**src/rtl/inst_encoder.sv**
```systemverilog
// MIPS-style instruction encoder: captures one request, encodes it to a 32-bit
// word and writes it to the next instruction-memory slot over IDLE -> ENC -> WR.
module inst_encoder #(
    parameter int DEPTH  = 256,
    parameter int ADDR_W = 8
) (
    input  logic              clk,
    input  logic              rst_n,
    input  logic              clear,
    input  logic              in_valid,
    output logic              in_ready,
    input  logic [5:0]        in_class,
    input  logic [4:0]        in_rs,
    input  logic [4:0]        in_rt,
    input  logic [4:0]        in_rd,
    input  logic [4:0]        in_shamt,
    input  logic [15:0]       in_imm,
    input  logic [25:0]       in_target,
    output logic              mem_we,
    output logic [ADDR_W-1:0] mem_addr,
    output logic [31:0]       mem_wdata,
    output logic              full,
    output logic [ADDR_W:0]   word_cnt,
    output logic [7:0]        err_cnt
);

    // Handshake: a request is taken on a rising edge where in_valid && in_ready;
    // the requester holds every in_* field stable until that edge.
    typedef enum logic [1:0] {IDLE, ENC, WR} state_t;

    state_t              r_state;
    logic [5:0]          r_class;
    logic [4:0]          r_rs, r_rt, r_rd, r_shamt;
    logic [15:0]         r_imm;
    logic [25:0]         r_target;
    logic                r_mem_we;
    logic [ADDR_W-1:0]   r_addr;
    logic [31:0]         r_wdata;
    logic [ADDR_W:0]     r_word_cnt;
    logic [7:0]          r_err_cnt;

    logic                w_full;
    logic                w_in_ready;
    logic [5:0]          w_funct;
    logic [5:0]          w_op;
    logic [4:0]          w_rs, w_rt, w_rd, w_shamt;
    logic [31:0]         w_word;

    assign w_full     = (r_word_cnt == (ADDR_W+1)'(DEPTH));
    assign w_in_ready = (r_state == IDLE) && !w_full && !clear;

    assign in_ready   = w_in_ready;
    assign mem_we     = r_mem_we;
    assign mem_addr   = r_addr;
    assign mem_wdata  = r_wdata;
    assign full       = w_full;
    assign word_cnt   = r_word_cnt;
    assign err_cnt    = r_err_cnt;

    always_comb begin
        w_funct = 6'b000000;
        w_op    = 6'b000000;
        w_rs    = r_rs;
        w_rt    = r_rt;
        w_rd    = r_rd;
        w_shamt = 5'd0;
        w_word  = 32'd0;
        if (r_class <= 6'd16) begin
            case (r_class)
                6'd0:    w_funct = 6'b100000;
                6'd1:    w_funct = 6'b100001;
                6'd2:    w_funct = 6'b100010;
                6'd3:    w_funct = 6'b100011;
                6'd4:    w_funct = 6'b100100;
                6'd5:    w_funct = 6'b100101;
                6'd6:    w_funct = 6'b100110;
                6'd7:    w_funct = 6'b100111;
                6'd8:    w_funct = 6'b101010;
                6'd9:    w_funct = 6'b101011;
                6'd10:   w_funct = 6'b000000;
                6'd11:   w_funct = 6'b000010;
                6'd12:   w_funct = 6'b000011;
                6'd13:   w_funct = 6'b000100;
                6'd14:   w_funct = 6'b000110;
                6'd15:   w_funct = 6'b000111;
                default: w_funct = 6'b001000;
            endcase
            // Only the immediate shifts carry a shift amount, and they have no rs.
            if (r_class >= 6'd10 && r_class <= 6'd12) begin
                w_rs    = 5'd0;
                w_shamt = r_shamt;
            end
            if (r_class == 6'd16) begin
                w_rt = 5'd0;
                w_rd = 5'd0;
            end
            w_word = {6'b000000, w_rs, w_rt, w_rd, w_shamt, w_funct};
        end else if (r_class <= 6'd33) begin
            case (r_class)
                6'd17:   w_op = 6'b001000;
                6'd18:   w_op = 6'b001001;
                6'd19:   w_op = 6'b001100;
                6'd20:   w_op = 6'b001101;
                6'd21:   w_op = 6'b001110;
                6'd22:   w_op = 6'b001111;
                6'd23:   w_op = 6'b100011;
                6'd24:   w_op = 6'b100000;
                6'd25:   w_op = 6'b101011;
                6'd26:   w_op = 6'b101000;
                6'd27:   w_op = 6'b001010;
                6'd28:   w_op = 6'b001011;
                6'd29:   w_op = 6'b000001;
                6'd30:   w_op = 6'b000100;
                6'd31:   w_op = 6'b000101;
                6'd32:   w_op = 6'b000110;
                default: w_op = 6'b000111;
            endcase
            if (r_class == 6'd22)
                w_rs = 5'd0;
            if (r_class == 6'd32 || r_class == 6'd33)
                w_rt = 5'd0;
            w_word = {w_op, w_rs, w_rt, r_imm};
        end else begin
            w_word = {(r_class == 6'd35) ? 6'b000011 : 6'b000010, r_target};
        end
    end

    always_ff @(posedge clk or negedge rst_n) begin
        if (!rst_n) begin
            r_state    <= IDLE;
            r_class    <= '0;
            r_rs       <= '0;
            r_rt       <= '0;
            r_rd       <= '0;
            r_shamt    <= '0;
            r_imm      <= '0;
            r_target   <= '0;
            r_mem_we   <= 1'b0;
            r_addr     <= '0;
            r_wdata    <= '0;
            r_word_cnt <= '0;
            r_err_cnt  <= '0;
        end else if (clear) begin
            r_state    <= IDLE;
            r_mem_we   <= 1'b0;
            r_addr     <= '0;
            r_word_cnt <= '0;
        end else begin
            case (r_state)
                IDLE: begin
                    if (in_valid && w_in_ready) begin
                        if (in_class <= 6'd35) begin
                            r_class  <= in_class;
                            r_rs     <= in_rs;
                            r_rt     <= in_rt;
                            r_rd     <= in_rd;
                            r_shamt  <= in_shamt;
                            r_imm    <= in_imm;
                            r_target <= in_target;
                            r_state  <= ENC;
                        end else if (r_err_cnt != 8'hFF) begin
                            r_err_cnt <= r_err_cnt + 8'd1;
                        end
                    end
                end
                ENC: begin
                    r_wdata  <= w_word;
                    r_mem_we <= 1'b1;
                    r_state  <= WR;
                end
                WR: begin
                    r_mem_we   <= 1'b0;
                    r_addr     <= r_addr + 1'b1;
                    r_word_cnt <= r_word_cnt + 1'b1;
                    r_state    <= IDLE;
                end
                default: begin
                    r_mem_we <= 1'b0;
                    r_state  <= IDLE;
                end
            endcase
        end
    end

endmodule
```
**config.mk**
```make
export PLATFORM = sky130hd
export DESIGN_NAME = inst_encoder
export DESIGN_NICKNAME = d
export VERILOG_FILES = /design/src/rtl/inst_encoder.sv
export SDC_FILE = /design/constraint.sdc
export NUM_CORES = 1
export LEC_CHECK = 0
export ABC_AREA = 1
export BUFFER_PORTS_ARGS = -buffer_cell sky130_fd_sc_hd__buf_2
export CAP_MARGIN = 20
export CORE_ASPECT_RATIO = 0.6
export CORE_UTILIZATION = 45
export CTS_CLUSTER_SIZE = 40
export DETAILED_ROUTE_END_ITERATION = 12
export PLACE_DENSITY = 0.68
export SLEW_MARGIN = 25
export SYNTH_ARGS = -nofsm -noshare
export SYNTH_HDL_FRONTEND = slang
export SYNTH_SLANG_ARGS = --single-unit
```
**constraint.sdc**
```tcl
create_clock -name clk -period 2 [get_ports clk]
set_clock_uncertainty 0.15 [all_clocks]
set_input_delay 0.3 -clock clk [delete_from_list [all_inputs] [get_ports clk]]
set_output_delay 0.3 -clock clk [all_outputs]
set_load 0.005 [all_outputs]
```
* Word-level counts from Yosys, hierarchy flattened
Memory sizes are Yosys's and may differ from the RTL's.
Cells that the tools add are included.
** Word-level totals
- Flip-flop bits (word level) :: 128
- Bits in read-only memories :: 400
- Input port bits :: 72
- Memories kept :: 2
** Cells by class
- $add $sub $neg :: 3
- $lt $le $gt $ge :: 5
- Equal/unequal tests :: 12
- Multiplexer cells :: 20
- Bitwise logic cells :: 2
- Reductions and logical operators :: 14
** Memories
- (no name shown) :: words 64, width 5, rd ports 1, clocked after Yosys merged registers in 0, write ports 0, line 99 : case (r_class)
- (no name shown) :: words 16, width 5, rd ports 1, clocked after Yosys merged registers in 0, write ports 0, line 69 : case (r_class)
** Operator list (number)
- 2-to-1 mux 32 bit :: 2
- 2-to-1 mux 5 bit :: 6
- equality test 6 bit (second input constant) :: 3
- 2-to-1 mux 9 bit :: 2
- adder 8 x 1 -> 8 bit (second input constant) :: 2
- 2-to-1 mux 8 bit :: 2
- equality test 6 x 5 -> 1 bit (second input constant) :: 2
- <= comparator 6 bit (second input constant) :: 2
- adder 9 x 1 -> 9 bit (second input constant) :: 1
- equality test 9 bit (second input constant) :: 1
- inequality test 8 bit (second input constant) :: 1
- >= comparator 6 x 4 -> 1 bit (second input constant) :: 1
- <= comparator 6 x 4 -> 1 bit (second input constant) :: 1
- <= comparator 6 x 5 -> 1 bit (second input constant) :: 1
- 2-to-1 mux 2 bit :: 3
- 2-to-1 mux 6 bit :: 1
- inequality test 3 x 2 -> 1 bit (second input constant) :: 2
- AND reduction 5 bit :: 1
- logical AND 1 bit :: 4
- zero test 2 bit :: 2
- one-hot mux 2 bit (2 select lines) :: 1
- AND reduction 2 bit :: 2
- AND reduction 4 bit :: 1
- equality test 2 x 1 -> 1 bit (second input constant) :: 1
- 8 further kinds :: 11

* Longest topological paths before layout
Gate-level depths: netlist of run 1.
- Word-level depth :: 8
- Gate-level depth with buffers :: 11
- Depth with buffers taken out :: 11

* Worst setup path before layout of run 1
OpenSTA, ideal clock, no wires.
- Path kind :: register to register
- Start point :: register r_class[1]
- End point :: register r_wdata[25] (netlist: mem_wdata[25])
- Library setup time :: 0.116 ns
- Arrival :: 1.527 ns
- Data required time :: 1.734 ns
- Slack :: 0.206 ns
- Stages on the path, launching flop included :: 11
- Clock period less this slack :: 1.794 ns
- Cell sequence :: dfrtp_1 > inv_1 > ha_1 > nand2_1 > o21ai_1 > nor2_2 > inv_1 > buf_2 > nand2_1 > nand2_1 > nand2_1
** Between the ends
- Cells in the longest elaborated chain, start to end :: 4
- Elaborated cells between the ends (all ways) :: 10
** RTL lines
- start: declaration :: line 32 : logic [5:0] r_class;
- start signal: assignment :: line 153 : r_class <= in_class;
- >= comparator 6 x 4 -> 1 bit (tied with other cells) :: line 89 : if (r_class >= 6'd10 && r_class <= 6'd12) begin
- logical AND 1 bit or 2-to-1 mux 5 bit (tied branches) :: line 89, 118
- 2-to-1 mux 5 bit or 2-to-1 mux 32 bit (tied branches) :: line 89, 98
- 2-to-1 mux 32 bit (*) :: line 68 : if (r_class <= 6'd16) begin
- end signal: assignment :: line 167 : r_wdata <= w_word;
- end: declaration :: line 38 : logic [31:0] r_wdata;
Every way passes the cells marked *; elsewhere a longest branch is shown, timed or not.
A chain may end at the register's enable or synchronous reset.

* Worst setup path in the final report of run 1
- Start point :: register r_class[0]
- End point :: register r_wdata[23] (netlist: mem_wdata[23])
Same word-level chain as after synthesis.

==> metrics.md, run 1 <==
| Metric | Value |
|---|---|
| Status | `completed` |
| Io pins | `~130` |
| CTS Sinks | `between 100 and 150` |
| # port buffers | `130` |
| DR vias/cell | `4.91` |
| Number of CTS-inserted buffers | `17` |
| Min Hold Slack | `approximately 0.014 ns` |
| Reg clk slew, reported paths | `0.06 ns` |
| Startpoint Class | `flip-flop` |
| TritonCTS clock tree | `done` |
| Synth Register Bits | `127` |
| WHS Endpoint | `r_class[2]` |
| Tot GR Track Use | `between 20% and 30%` |
| Die Height | `92.6 um` |
| Syn Nets | `870` |
| VDD IR max | `0.000673 V` |
| Initial Util | `47.0%` |
| DRC viols | `0` |
| HPWL Detailed | `11.3 mm` |
| Max-cap violations | `0` |
| Worst R2R Path Depth | `10` |
| Routed Antenna Nets | `0` |
| Pins Over Slew Limit | `0` |
| Core ar. | `13100 um2` |
| Tmin final | `between 1.5 and 2 ns` |
| Ys flop type | `dfrtp_1` |
| Routed len/inst | `between 10 and 15 um` |
| Grt ovf | `0` |
| Number of global-route vias before repair | `between 5000 and 6000` |
| Critical path type | `flip-flop to flip-flop` |
| H-Tree Depth | `4` |
| Gpl congestion | `0.935` |
| Synth async-reset ratio | `100%` |
| Final setup violation count | `0` |
| HP Class | `input port to flip-flop` |
| Initial antenna violation count | `0` |
| Crit. End Element | `flip-flop` |
| Drt initial violations | `487` |
| Layout cells sized above 1 | `a little over a fifth` |
| Commonest non-fill, non-tap cell in the layout | `nand2_1` |
| Layout fillers | `1098` |
| Syn Area/Cell | `7.82 um2` |
| Hold path startpoint | `in_class[2]` |
| Largest net degree at the start of global routing | `72` |
| Routed vias | `5852` |
| Core Rows | `32` |
| First-pass GRT wire length | `28.4 mm` |
| RSZ-0062 raised after global routing | `false` |
| Final hold vios | `0` |
| CP arrival | `approximately 2.1 ns` |
| Reg-to-reg endpoint | `mem_wdata[23]` |
| Pwr per Cell Area | `1070 nW/um2` |
| Sequential share of the synthesized area | `roughly 52%` |
| FF-to-FF Start | `r_class[0]` |
| FMAX | `approximately 530 MHz` |
| Nets@finish | `1091` |
| Final period utilization | `between 90% and 100%` |
| Final setup TNS | `0 ns` |
| CP Data Required Time | `2.20 ns` |
| Post-synth EDFFs | `0` |
| Synth-to-Final Area Change | `37.9%` |
| Drt total wl | `17.0 mm` |
| Synth top area share | `51.6%` |
| DIE AREA | `between 10000 and 15000 um2` |
| Worst skew pair latency | `0.41 ns` |
| Yosys warnings | `0` |
| Hold depth | `3` |
| Die width | `153 um` |
| Buffer depth of the longest clock path | `2` |
| Synth unique cells | `31` |
| Drt pass-1 iters | `5` |
| LEAKAGE | `4.59 nW` |
| N_diodes | `0` |
| Max FO, Critical Path | `5` |
| Cells after Synth | `787` |
| Reg2Reg Setup Slack | `approximately 0.1 ns` |
| Dominant cells by area after synthesis | `dfrtp_1, nand2_1, nand3_1` |
| Synthesized cell area | `6160 um2` |
| Most frequent cells in the layout | `nand2_1, buf_2, dfrtp_1` |
| Synth area leader | `dfrtp_1` |
| Root Buffer | `clkbuf_16` |
## worst max-delay path by stage
stage | startpoint | end | slack, ns | cells past startpoint
floorplan | r_class[1] | mem_wdata[25] | 0.21 | 10
global placement | word_cnt[0] | r_target[14] | 0.11 | 10
detailed placement | r_class[0] | mem_wdata[12] | 0.10 | 8
CTS | word_cnt[0] | in_ready | 0.005 | 6
global route | r_class[0] | mem_wdata[3] | 0.004 | 11
finish | r_class[0] | mem_wdata[23] | 0.10 | 10
## cells by family (layout without fill, tap and decap cells)
logic type	Yosys count	after routing	share of synthesized area, %
AOI/OAI and AO/OA	83	83	7.72
xor gates and xnor gates	7	7	0.996
adders and majority gates	11	11	2.24
buffers and inverters	96	330	6.79
DFF	127	127	51.6
other	1	1	0.0609
and+or+nand+nor	462	462	30.6
## cells in the mapped netlist, types with 4 or more instances
| library cell | n |
|---|---|
| nor2_1 | 42 |
| nand2_1 | 344 |
| o211ai_1 | 5 |
| dfrtp_1 | 127 |
| a21oi_1 | 18 |
| o21ai_0 | 37 |
| xnor2_1 | 4 |
| inv_1 | 64 |
| buf_4 | 11 |
| clkbuf_1 | 9 |
| a22oi_1 | 13 |
| buf_2 | 7 |
| ha_1 | 11 |
| nand3_1 | 58 |
| nor3_1 | 4 |
| o21ai_1 | 5 |
## worst max-delay path, stage by stage, from the launching register on
cell and delay, ns:
dfrtp_1 0.40, inv_2 0.08, ha_1 0.21, buf_4 0.15, nor2_1 0.18, nor2_1 0.07
nand2_1 0.18, nand2_1 0.12, o21ai_0 0.17, nand2_1 0.08, nand2_1 0.06
## where the power goes
part           total (mW)  internal (mW)  switching [mW]
sequential           3.56           3.15           0.409
combinational        2.14          0.975            1.17
clock                3.35           2.11            1.24
total                9.05           6.24            2.82
## stage by stage
stage	total power, mW	std cells	util [%]	setup slack, ns	cell area, um2
floorplan	4.69	787	-	0.206	6160
global placement	5.59	1090	54.7	0.110	7160
detailed placement	5.60	1090	54.7	0.105	7160
CTS	9.07	1188	64.5	0.00518	8450
global route	9.57	1191	64.9	0.00363	8490
finish	9.05	1191	64.9	0.103	8490
## timing repair
action                                 CTS  global route
gates resized for setup                  1             7
hold buffers                            64             0
pin swaps                                1             2
endpoints found under the hold margin   90             0
buffers inserted                         2             3
setup endpoints to repair                1            24
## per-layer routing
layer / vias to the layer above / part of all wire (%) / GRT usage (%)
met5: - / 0 / 0
met4: 0 / 0.55 / 5.89
met3: 11 / 6.4 / 6.22
met2: 216 / 41 / 36.2
met1: 2688 / 52 / 39.5
li1: 2937 / - / -
## registers in the layout, indices dropped and copies added (netlist names)
| signal | flops |
|---|---|
| r_rs | 5 |
| r_shamt | 5 |
| r_class | 6 |
| r_rt | 5 |
| mem_we | 1 |
| r_target | 26 |
| mem_wdata | 31 |
| r_rd | 5 |
| mem_addr | 8 |
| word_cnt | 9 |
| r_state | 2 |
| err_cnt | 8 |
| r_imm | 16 |
## area by class of cell
type                    count  area (um2)  area share (%)
repair buffers            230        1630            19.2
inverters                  68         255            3.01
multi-input cells         564        2580            30.4
clock buffers              17         425            5.01
flip-flops and latches    127        3180            37.4
clock inverters            15         210            2.47
well taps                 170         213            2.50
Power figures use the tool's default switching activity.
==> run 2, diff against run 1 <==
==> constraint.sdc (replaced) <==
create_clock -name clk -period 2 [get_ports clk]
set_clock_uncertainty 0.15 [all_clocks]
set_input_delay 0 -clock clk [delete_from_list [all_inputs] [get_ports clk]]
set_output_delay 0 -clock clk [all_outputs]
set_load 0.005 [all_outputs]
==> metrics.md, run 2 (same netlist as run 1, synthesis figures left out) <==
| Metric | Value |
|---|---|
| Max FO, Critical Path | `26` |
| N_diodes | `0` |
| Seq pwr share | `between 40% and 50%` |
| Final period utilization | `92.1%` |
| Worst R2R Path Depth | `9` |
| Worst skew pair latency | `approximately 0.41 ns` |
| Layout cells sized above 1 | `21.8%` |
| Synth-to-Final Area Change | `39.1%` |
| Gpl congestion | `0.913` |
| Fin cells | `1201` |
| Status | `completed` |
| Startpoint Class | `flip-flop` |
| Hold path startpoint | `in_imm[13]` |
| P_sw | `2.87 mW` |
| Grt ovf | `0` |
| Tot GR Track Use | `between 20% and 30%` |
| Crit. End Element | `flip-flop` |
| Dpl ws | `0.103 ns` |
| Internal | `~5.9 mW` |
| Reg clk slew, reported paths | `0.06 ns` |
| Most used cell, CP | `o21ai_0` |
| # port buffers | `130` |
| LEAKAGE | `4.59 nW` |
| First-pass GRT wire length | `29.1 mm` |
| Combinational Power Share | `between 20 and 30%` |
| Pins Over Slew Limit | `0` |
| Flip-flop count of the largest register after layout | `31` |
| Hold depth | `4` |
| Net Sw Frac | `32.6%` |
| CTS Sinks | `between 100 and 150` |
| Die Height | `92.6 um` |
| WHS Endpoint | `r_imm[13]` |
| DRC viols | `0` |
| Commonest non-fill, non-tap cell in the layout | `nand2_1` |
| Drt initial violations | `521` |
| RSZ-0062 raised after global routing | `false` |
| Routed Antenna Nets | `0` |
| Min Hold Slack | `0.160 ns` |
| Critical Path Max Stage Delay | `0.41 ns` |
| Buffer depth of the longest clock path | `2` |
| HP Class | `input port to flip-flop` |
| Root Buffer | `clkbuf_16` |
| Pwr per Cell Area | `1030 nW/um2` |
| Core Rows | `32` |
| VDD IR max | `0.000594 V` |
| Cell Chain, Critical Path | `inv_2 -> ha_1 -> inv_1 -> nor2_2 -> nand2_1 -> nand3_4 -> buf_12 -> o21ai_0 -> o21ai_0` |
| Number of CTS-inserted buffers | `17` |
| HPWL Detailed | `11.4 mm` |
| Final hold vios | `0` |
| Max-cap violations | `0` |
| Core ar. | `~13000 um2` |
| FF-to-FF Start | `r_class[0]` |
| Initial Util | `47.0%` |
| Number of global-route vias before repair | `~5700` |
| Routed vias | `5870` |
| DIE AREA | `14200 um2` |
| Tmin final | `1.84 ns` |
| Reg2Reg Setup Slack | `around 0.16 ns` |
| CP arrival | `1.98 ns` |
| CP Data Required Time | `between 2 and 2.5 ns` |
| Largest net degree at the start of global routing | `75` |
| Reg-to-reg endpoint | `mem_wdata[11]` |
| Final setup violation count | `0` |
| Routed len/inst | `14.8 um` |
| Cells after DPL | `1089` |
| Nets@finish | `1101` |
| Critical path type | `flip-flop to flip-flop` |
| Slowest CP cell | `dfrtp_1` |
| Initial antenna violation count | `0` |
| Drt pass-1 iters | `6` |
| Final worst slack | `roughly 0.16 ns` |
| H-Tree Depth | `4` |
| Drt total wl | `17.7 mm` |
| Layout fillers | `1099` |
| Final setup TNS | `0 ns` |
| Clock share of power | `34.0%` |
| Die width | `between 150 and 200 um` |
| DR vias/cell | `4.89` |
| TritonCTS clock tree | `done` |
| Most frequent cells in the layout | `nand2_1, buf_2, dfrtp_1` |
| FMAX | `~540 MHz` |
| Io pins | `132` |
-- run 2: worst max-delay path by stage --
stage                           start             to  slack, ns  depth (start not counted)
after floorplan            r_class[1]  mem_wdata[25]       0.21                         10
after global placement     r_class[0]  mem_wdata[19]       0.16                         12
after detailed placement   r_class[0]   mem_wdata[7]       0.10                          9
after CTS                 word_cnt[0]     r_class[5]       0.03                          9
after global routing       r_class[0]  mem_wdata[19]      0.006                         12
final                      r_class[0]  mem_wdata[11]       0.16                          9
-- run 2: power by group through the flow --
stage	combinational [mW]	clock (mW)	sequential, mW
3_5_place_dp	2.03	0	3.59
2_1_floorplan	1.17	0	3.52
3_3_place_gp	1.99	0	3.60
6_report	2.23	3.00	3.58
4_1_cts	2.15	3.03	3.56
5_1_grt	2.53	3.14	3.64
-- run 2: layout make-up --
| class | count | area (um2) | share of cell area [%] |
|---|---|---|---|
| clock inverter | 14 | 133 | 1.55 |
| sequential | 127 | 3180 | 37.1 |
| clock buffer | 18 | 439 | 5.13 |
| timing repair buffer | 240 | 1740 | 20.3 |
| tap | 170 | 213 | 2.48 |
| multi-input combinational | 564 | 2610 | 30.5 |
| inverter | 68 | 259 | 3.02 |
-- run 2: timing repair --
item | CTS | global route
setup endpoints to repair | 0 | 24
gates resized for setup | 0 | 20
hold endpoints to repair | 211 | 0
hold buffers | 74 | 0
setup buffers | 0 | 7
-- run 2: layer usage --
layer  GRT usage (%)  share of wire [%]  up-vias
li1                -                  -     2957
met1            39.8                 51     2684
met2            38.5                 41      203
met3            5.43                6.1       26
met4            8.50                1.5        0
met5               0                  0        -
-- run 2: worst max-delay path: cells and delay by family (launching register included) --
| kind | cells | cell delay [ns] |
|---|---|---|
| flip-flops | 1 | 0.41 |
| AO/OA/AOI/OAI | 2 | 0.35 |
| adder cells (fa/ha/maj) | 1 | 0.20 |
| buffers and inverters | 3 | 0.35 |
| AND/OR/NAND/NOR | 3 | 0.26 |
-- run 2: per-stage QoR --
| stage | power [mW] | util [%] | area [um2] |
|---|---|---|---|
| 2_1_floorplan | 4.69 | - | 6160 |
| 3_3_place_gp | 5.59 | 54.6 | 7150 |
| 3_5_place_dp | 5.62 | 54.6 | 7150 |
| 4_1_cts | 8.74 | 64.6 | 8460 |
| 5_1_grt | 9.31 | 65.4 | 8570 |
| 6_report | 8.80 | 65.4 | 8570 |
